===== config.mk =====
export PLATFORM = sky130hd
export DESIGN_NAME = seg_display_ctrl
export DESIGN_NICKNAME = d
export VERILOG_FILES = /design/src/rtl/seg_display_pkg.sv /design/src/rtl/seg_display_ctrl_hex_to_seg7.sv /design/src/rtl/seg_display_ctrl.sv
export SDC_FILE = /design/constraint.sdc
export NUM_CORES = 1
export LEC_CHECK = 0
export CAP_MARGIN = 40
export CORE_MARGIN = 3
export CORE_UTILIZATION = 60
export CTS_BUF_LIST = sky130_fd_sc_hd__clkbuf_16
export DETAILED_ROUTE_END_ITERATION = 10
export GPL_TIMING_DRIVEN = 0
export PLACE_DENSITY = 0.85
export SLEW_MARGIN = 20
export SYNTH_ARGS = -nofsm -noshare
export SYNTH_HDL_FRONTEND = slang
export SYNTH_SLANG_ARGS = --single-unit

===== constraint.sdc =====
create_clock -name clock -period 8.6 [get_ports clock]
set_input_delay 1.72 -clock clock [delete_from_list [all_inputs] [get_ports clock]]
set_output_delay 1.72 -clock clock [all_outputs]
set_load 0.005 [all_outputs]

===== src/rtl/seg_display_pkg.sv =====
// Shared constants for the seven-segment display controller: register map,
// all-off output codes and the hex-to-segment decode table.
package seg_display_pkg;

    // Register offsets decoded from the low address bits.
    localparam logic [2:0] ADDR_DATA_LO = 3'b000;
    localparam logic [2:0] ADDR_DATA_HI = 3'b010;
    localparam logic [2:0] ADDR_CTRL    = 3'b100;

    // Active-low outputs, so all ones means everything dark.
    localparam logic [7:0] SEG_OFF   = 8'hFF;
    localparam logic [7:0] DIGIT_OFF = 8'hFF;

    // Active-low segment patterns, bit0=a .. bit6=g (decimal point excluded).
    localparam logic [6:0] HEX_SEG7 [16] = '{
        7'h40, 7'h79, 7'h24, 7'h30,   // 0 1 2 3
        7'h19, 7'h12, 7'h02, 7'h78,   // 4 5 6 7
        7'h00, 7'h10, 7'h08, 7'h03,   // 8 9 A b
        7'h46, 7'h21, 7'h06, 7'h0E    // C d E F
    };

endpackage


===== src/rtl/seg_display_ctrl_hex_to_seg7.sv =====
// Combinational hex nibble to active-low seven-segment pattern.
module hex_to_seg7
    import seg_display_pkg::*;
(
    input  logic [3:0] hex,
    output logic [6:0] seg
);

    // Table lookup of the segment pattern for the nibble.
    always_comb begin
        seg = HEX_SEG7[hex];
    end

endmodule


===== src/rtl/seg_display_ctrl.sv =====
// Memory-mapped 8-digit seven-segment display controller.
// Bus registers hold digit data, enable and decimal-point masks; a free-running
// scan walks the common lines, blanking the start of each slot to hide ghosting.
// All state advances on the falling clock edge.
module seg_display_ctrl
    import seg_display_pkg::*;
#(
    parameter int unsigned SCAN_DIV     = 50000,
    parameter int unsigned BLANK_CYCLES = 16
) (
    input  logic        clock,
    input  logic        reset,
    input  logic        displayCtrl,
    input  logic        write_enable,
    input  logic        read_enable,
    input  logic [2:0]  address,
    input  logic [15:0] write_data_input,
    output logic [15:0] read_data_output,
    output logic [7:0]  seg_out,
    output logic [7:0]  digit_sel
);

    localparam logic [15:0] CNT_LAST  = 16'(SCAN_DIV - 1);
    localparam logic [15:0] BLANK_END = 16'(BLANK_CYCLES);

    logic [15:0] data_lo;
    logic [15:0] data_hi;
    logic [7:0]  en_mask;
    logic [7:0]  dp_mask;

    logic [15:0] cnt;
    logic [2:0]  idx;

    logic        bus_write;
    logic        bus_read;
    logic [15:0] read_mux;
    logic [31:0] digits;
    logic [3:0]  nibble;
    logic [6:0]  seg7;
    logic        lit;

    assign bus_write = displayCtrl && write_enable;
    assign bus_read  = displayCtrl && read_enable;

    // Register-file write port; unmapped offsets are ignored.
    always_ff @(negedge clock or posedge reset) begin
        if (reset) begin
            data_lo <= '0;
            data_hi <= '0;
            en_mask <= '1;
            dp_mask <= '0;
        end else if (bus_write) begin
            case (address)
                ADDR_DATA_LO: data_lo <= write_data_input;
                ADDR_DATA_HI: data_hi <= write_data_input;
                ADDR_CTRL: begin
                    en_mask <= write_data_input[7:0];
                    dp_mask <= write_data_input[15:8];
                end
                default: ;
            endcase
        end
    end

    // Read mux of the current register contents; unmapped offsets read zero.
    always_comb begin
        read_mux = '0;
        case (address)
            ADDR_DATA_LO: read_mux = data_lo;
            ADDR_DATA_HI: read_mux = data_hi;
            ADDR_CTRL:    read_mux = {dp_mask, en_mask};
            default:      read_mux = '0;
        endcase
    end

    // Registered read data; samples pre-write contents on a same-edge read/write.
    always_ff @(negedge clock or posedge reset) begin
        if (reset) begin
            read_data_output <= '0;
        end else if (bus_read) begin
            read_data_output <= read_mux;
        end else begin
            read_data_output <= '0;
        end
    end

    // Free-running slot counter and digit index, independent of bus traffic.
    always_ff @(negedge clock or posedge reset) begin
        if (reset) begin
            cnt <= '0;
            idx <= '0;
        end else if (cnt == CNT_LAST) begin
            cnt <= '0;
            idx <= idx + 3'd1;
        end else begin
            cnt <= cnt + 16'd1;
        end
    end

    // Select the nibble for the digit being scanned and decide if it is lit.
    always_comb begin
        digits = {data_hi, data_lo};
        nibble = digits[{idx, 2'b00} +: 4];
        lit    = (cnt >= BLANK_END) && en_mask[idx];
    end

    hex_to_seg7 u_hex_to_seg7 (
        .hex (nibble),
        .seg (seg7)
    );

    // Output register: one digit line low at most, all dark while blanking.
    always_ff @(negedge clock or posedge reset) begin
        if (reset) begin
            seg_out   <= SEG_OFF;
            digit_sel <= DIGIT_OFF;
        end else if (lit) begin
            seg_out   <= {~dp_mask[idx], seg7};
            digit_sel <= ~(8'b1 << idx);
        end else begin
            seg_out   <= SEG_OFF;
            digit_sel <= DIGIT_OFF;
        end
    end

endmodule


==> flow_metrics.tcl, run 1 <==
set metrics [dict create \
    synth.area.top_cells "dfrtn_1 40%, dfstp_2 13%, mux2_2 12%, mux2i_1 5.1%, mux4_2 4.8%" \
    dieArea_sq_mm 0.008960 \
    antenna_found_initial 0 \
    path_cells "clkdlybuf4s50_1, clkbuf_1, nand4b_1, buf_2, mux2_2" \
    synth_area_per_cell_sq_um 12.25 \
    synth_warnings 0 \
    cp_data_arrival_time_ps 3930 \
    finClkSkew_ps 67.12 \
    ant_nets 0 \
    seq_area_frac_synth 0.5317 \
    synthCells 385 \
    synthArstFlopShare 1.000 \
    num_io_pins 56 \
    drt_iter0_drc 203 \
    layout_common_cells "75 x dfrtn_1, 55 x clkdlybuf4s50_1, 49 x mux2_2" \
    die_y_um 94.66 \
    setup_violations 0 \
    path_class "input port to register" \
    grt_pass1_vias 3507 \
    clock_path_buffers 2 \
    clock_latency_ps 410 \
    finalMaxSlewViolations 0 \
    required_ps 4490 \
    io_buffers 55 \
    gr-total-overflow 0 \
    synth_top_family_by_area "multiplexers" \
    relSlewSlack 0.5586 \
    synth_top_area_frac 0.3980 \
    leakage_uw 0.002624 \
    path_buf_inv 3 \
    crit_family "buffers and inverters" \
    grt_usage 0.2555 \
    synth_nets 423 \
    ctsHoldBuffers 0 \
    cts_setup_buffers 0 \
    powerDensity_mw_per_mm2 219.0 \
    synth_seq_cells 99 \
    cts-buffers-inserted 9 \
    grt_max_degree 81 \
    place_hpwl_um 7141 \
    hp-class "register to register" \
    vias 3358 \
    status "finished clean" \
    drive_gt1_frac 0.2417 \
    drc 0 \
    synth_simple_gate_area_frac 0.1072 \
    synthMuxAreaShare 0.2181 \
    syn-cell-area_sq_mm 0.004716 \
    synth_flop_cell "dfrtn_1" \
    hold_viol 0 \
    grt_first_pass_wirelength_um 17310 \
    viasPerCell 5.800 \
    hold_slack_ps 421.3 \
    cts_htree_levels 3 \
    cts-root-buf "clkbuf_16" \
    place_congestion 0.8944 \
    rsz0062_at_grt "false" \
    synth_cell_types 40 \
    antenna_cells 0 \
    wire_per_inst_um 17.88 \
    rows 31 \
    yosys.area_share.adder 0.03715 \
    final_common_cell "dfrtn_1" \
    cts_tree "yes" \
    end_kind "register" \
    synth-compound-area-share 0.04855 \
    start_kind "input port" \
    cpPeakStageDelay_ps 520 \
    die_w_um 94.66 \
    initial_core_util 0.6332 \
    numPlacedInstances 540 \
    final_cells 579 \
    synth_xor_area_frac 0.02786 \
    cts_sinks 99 \
    path_clk_slew_ps 50 \
    nets 513 \
    post_cts_resized 0 \
    synth_edf_count 0 \
    crit_fanout 10 \
    cap_viol_max_count 0 \
    cp_slowest_cell "nand4b_1" \
    core_area_sq_mm 0.007447 \
    areaGrowthSynthToFinish_pct 22.92 \
    vdd_drop_max_mv 0.1228 \
    drt_wl_total_um 10350 \
    yosys.area.top_type "dfrtn_1" \
    first_pass_iters 5 \
    worstMarginPinSlew_ps 659.2 \
]
==> metal layers <==
metal | track usage | part of all wire | up-vias | wire length (um)
met5 | 0 | 0 | - | 0
met4 | 0.09736 | 0.016 | 0 | 166
met3 | 0.04622 | 0.053 | 14 | 549
met2 | 0.4169 | 0.49 | 107 | 5100
met1 | 0.3424 | 0.44 | 1708 | 4536
li1 | - | - | 1529 | -
==> flip-flops by register name (all words and copies together) (netlist names) <==
name / cells
data_hi: 16
data_lo: 16
cnt: 16
seg_out: 8
en_mask: 8
idx: 3
read_data_output: 16
dp_mask: 8
digit_sel: 8
==> worst reg2reg max path, delay by kind of cell (launching register included) <==
family	cells	cell delay (ps)
flip-flops	1	560
adder cells (fa/ha/maj)	1	280
multiplexers	1	540
AO/OA/AOI/OAI	2	230
buffers and inverters	2	500
AND/OR/NAND/NOR	3	500
==> stage by stage <==
stage	setup slack [ps]	util	total power [uW]	TNS [ps]	instance area, sq um
after floorplan	158.8	-	768.9	0	4716
final	560.8	0.7784	1270	0	5797
after global routing	437.3	0.7784	1334	0	5797
after global placement	-1122	0.7238	847.3	-91750	5390
after detailed placement	245.1	0.7282	860.3	0	5423
after CTS	599.9	0.7784	1273	0	5797
==> synthesized netlist by cell type, drive strengths merged (2+ instances only) <==
cell / n
a21oi: 19
and2: 2
buf: 12
clkbuf: 5
dfrtn: 75
dfstp: 24
ha: 14
inv: 10
mux2: 50
mux2i: 24
mux4: 10
nand2: 26
nand3: 14
nand4: 2
nor2: 48
nor2b: 5
nor3: 7
nor4: 2
o211ai: 3
o21ai: 2
o221ai: 4
xnor2: 6
xor2: 9
==> report_power, final <==
group          switching, uW  leakage [uW]  total (uW)  internal, uW
sequential              48.1       0.00122         602           554
clock                    201      0.000276         428           227
combinational            107       0.00113         240           133
total                    356       0.00262        1270           913
==> cells by family after synthesis <==
group	count (synthesis)
AO/OA/AOI/OAI	34
XOR/XNOR	15
adder cells (fa/ha/maj)	14
buffers and inverters	28
flip-flops	99
multiplexers	84
AND/OR/NAND/NOR	111
==> final timing paths <==
kind,from,end,slack [ps],depth (start not counted)
max,address[2],dp_mask[2],560,5
min,cnt[0],cnt[0],420,1
max reg2reg,idx[1],seg_out[3],5940,9
min reg2reg,cnt[0],cnt[0],420,1
max in group asynchronous,reset,en_mask[1],2010,3
min in group asynchronous,reset,cnt[12],5870,2
==> area by class of cell <==
| cell class | instances | area, sq um |
|---|---|---|
| plain buffers | 17 | 97.59 |
| clock buffers | 10 | 250.2 |
| repair buffers | 56 | 578.1 |
| multi-input cells | 258 | 2069 |
| inverters | 10 | 42.54 |
| flip-flops and latches | 99 | 2507 |
| clock inverters | 30 | 127.6 |
| fillers | 447 | 1650 |
| well taps | 99 | 123.9 |
No activity file was read; power rests on OpenSTA's default activity.
==> run 2: changes to the inputs <==
--- a/config.mk
+++ b/config.mk
@@ -12,6 +12,7 @@
 export DETAILED_ROUTE_END_ITERATION = 10
 export GPL_TIMING_DRIVEN = 0
 export PLACE_DENSITY = 0.85
+export SKIP_CTS_REPAIR_TIMING = 1
 export SLEW_MARGIN = 20
 export SYNTH_ARGS = -nofsm -noshare
 export SYNTH_HDL_FRONTEND = slang
==> results of run 2 <==
Final layout, timing and power as in run 1 (identical DEF).
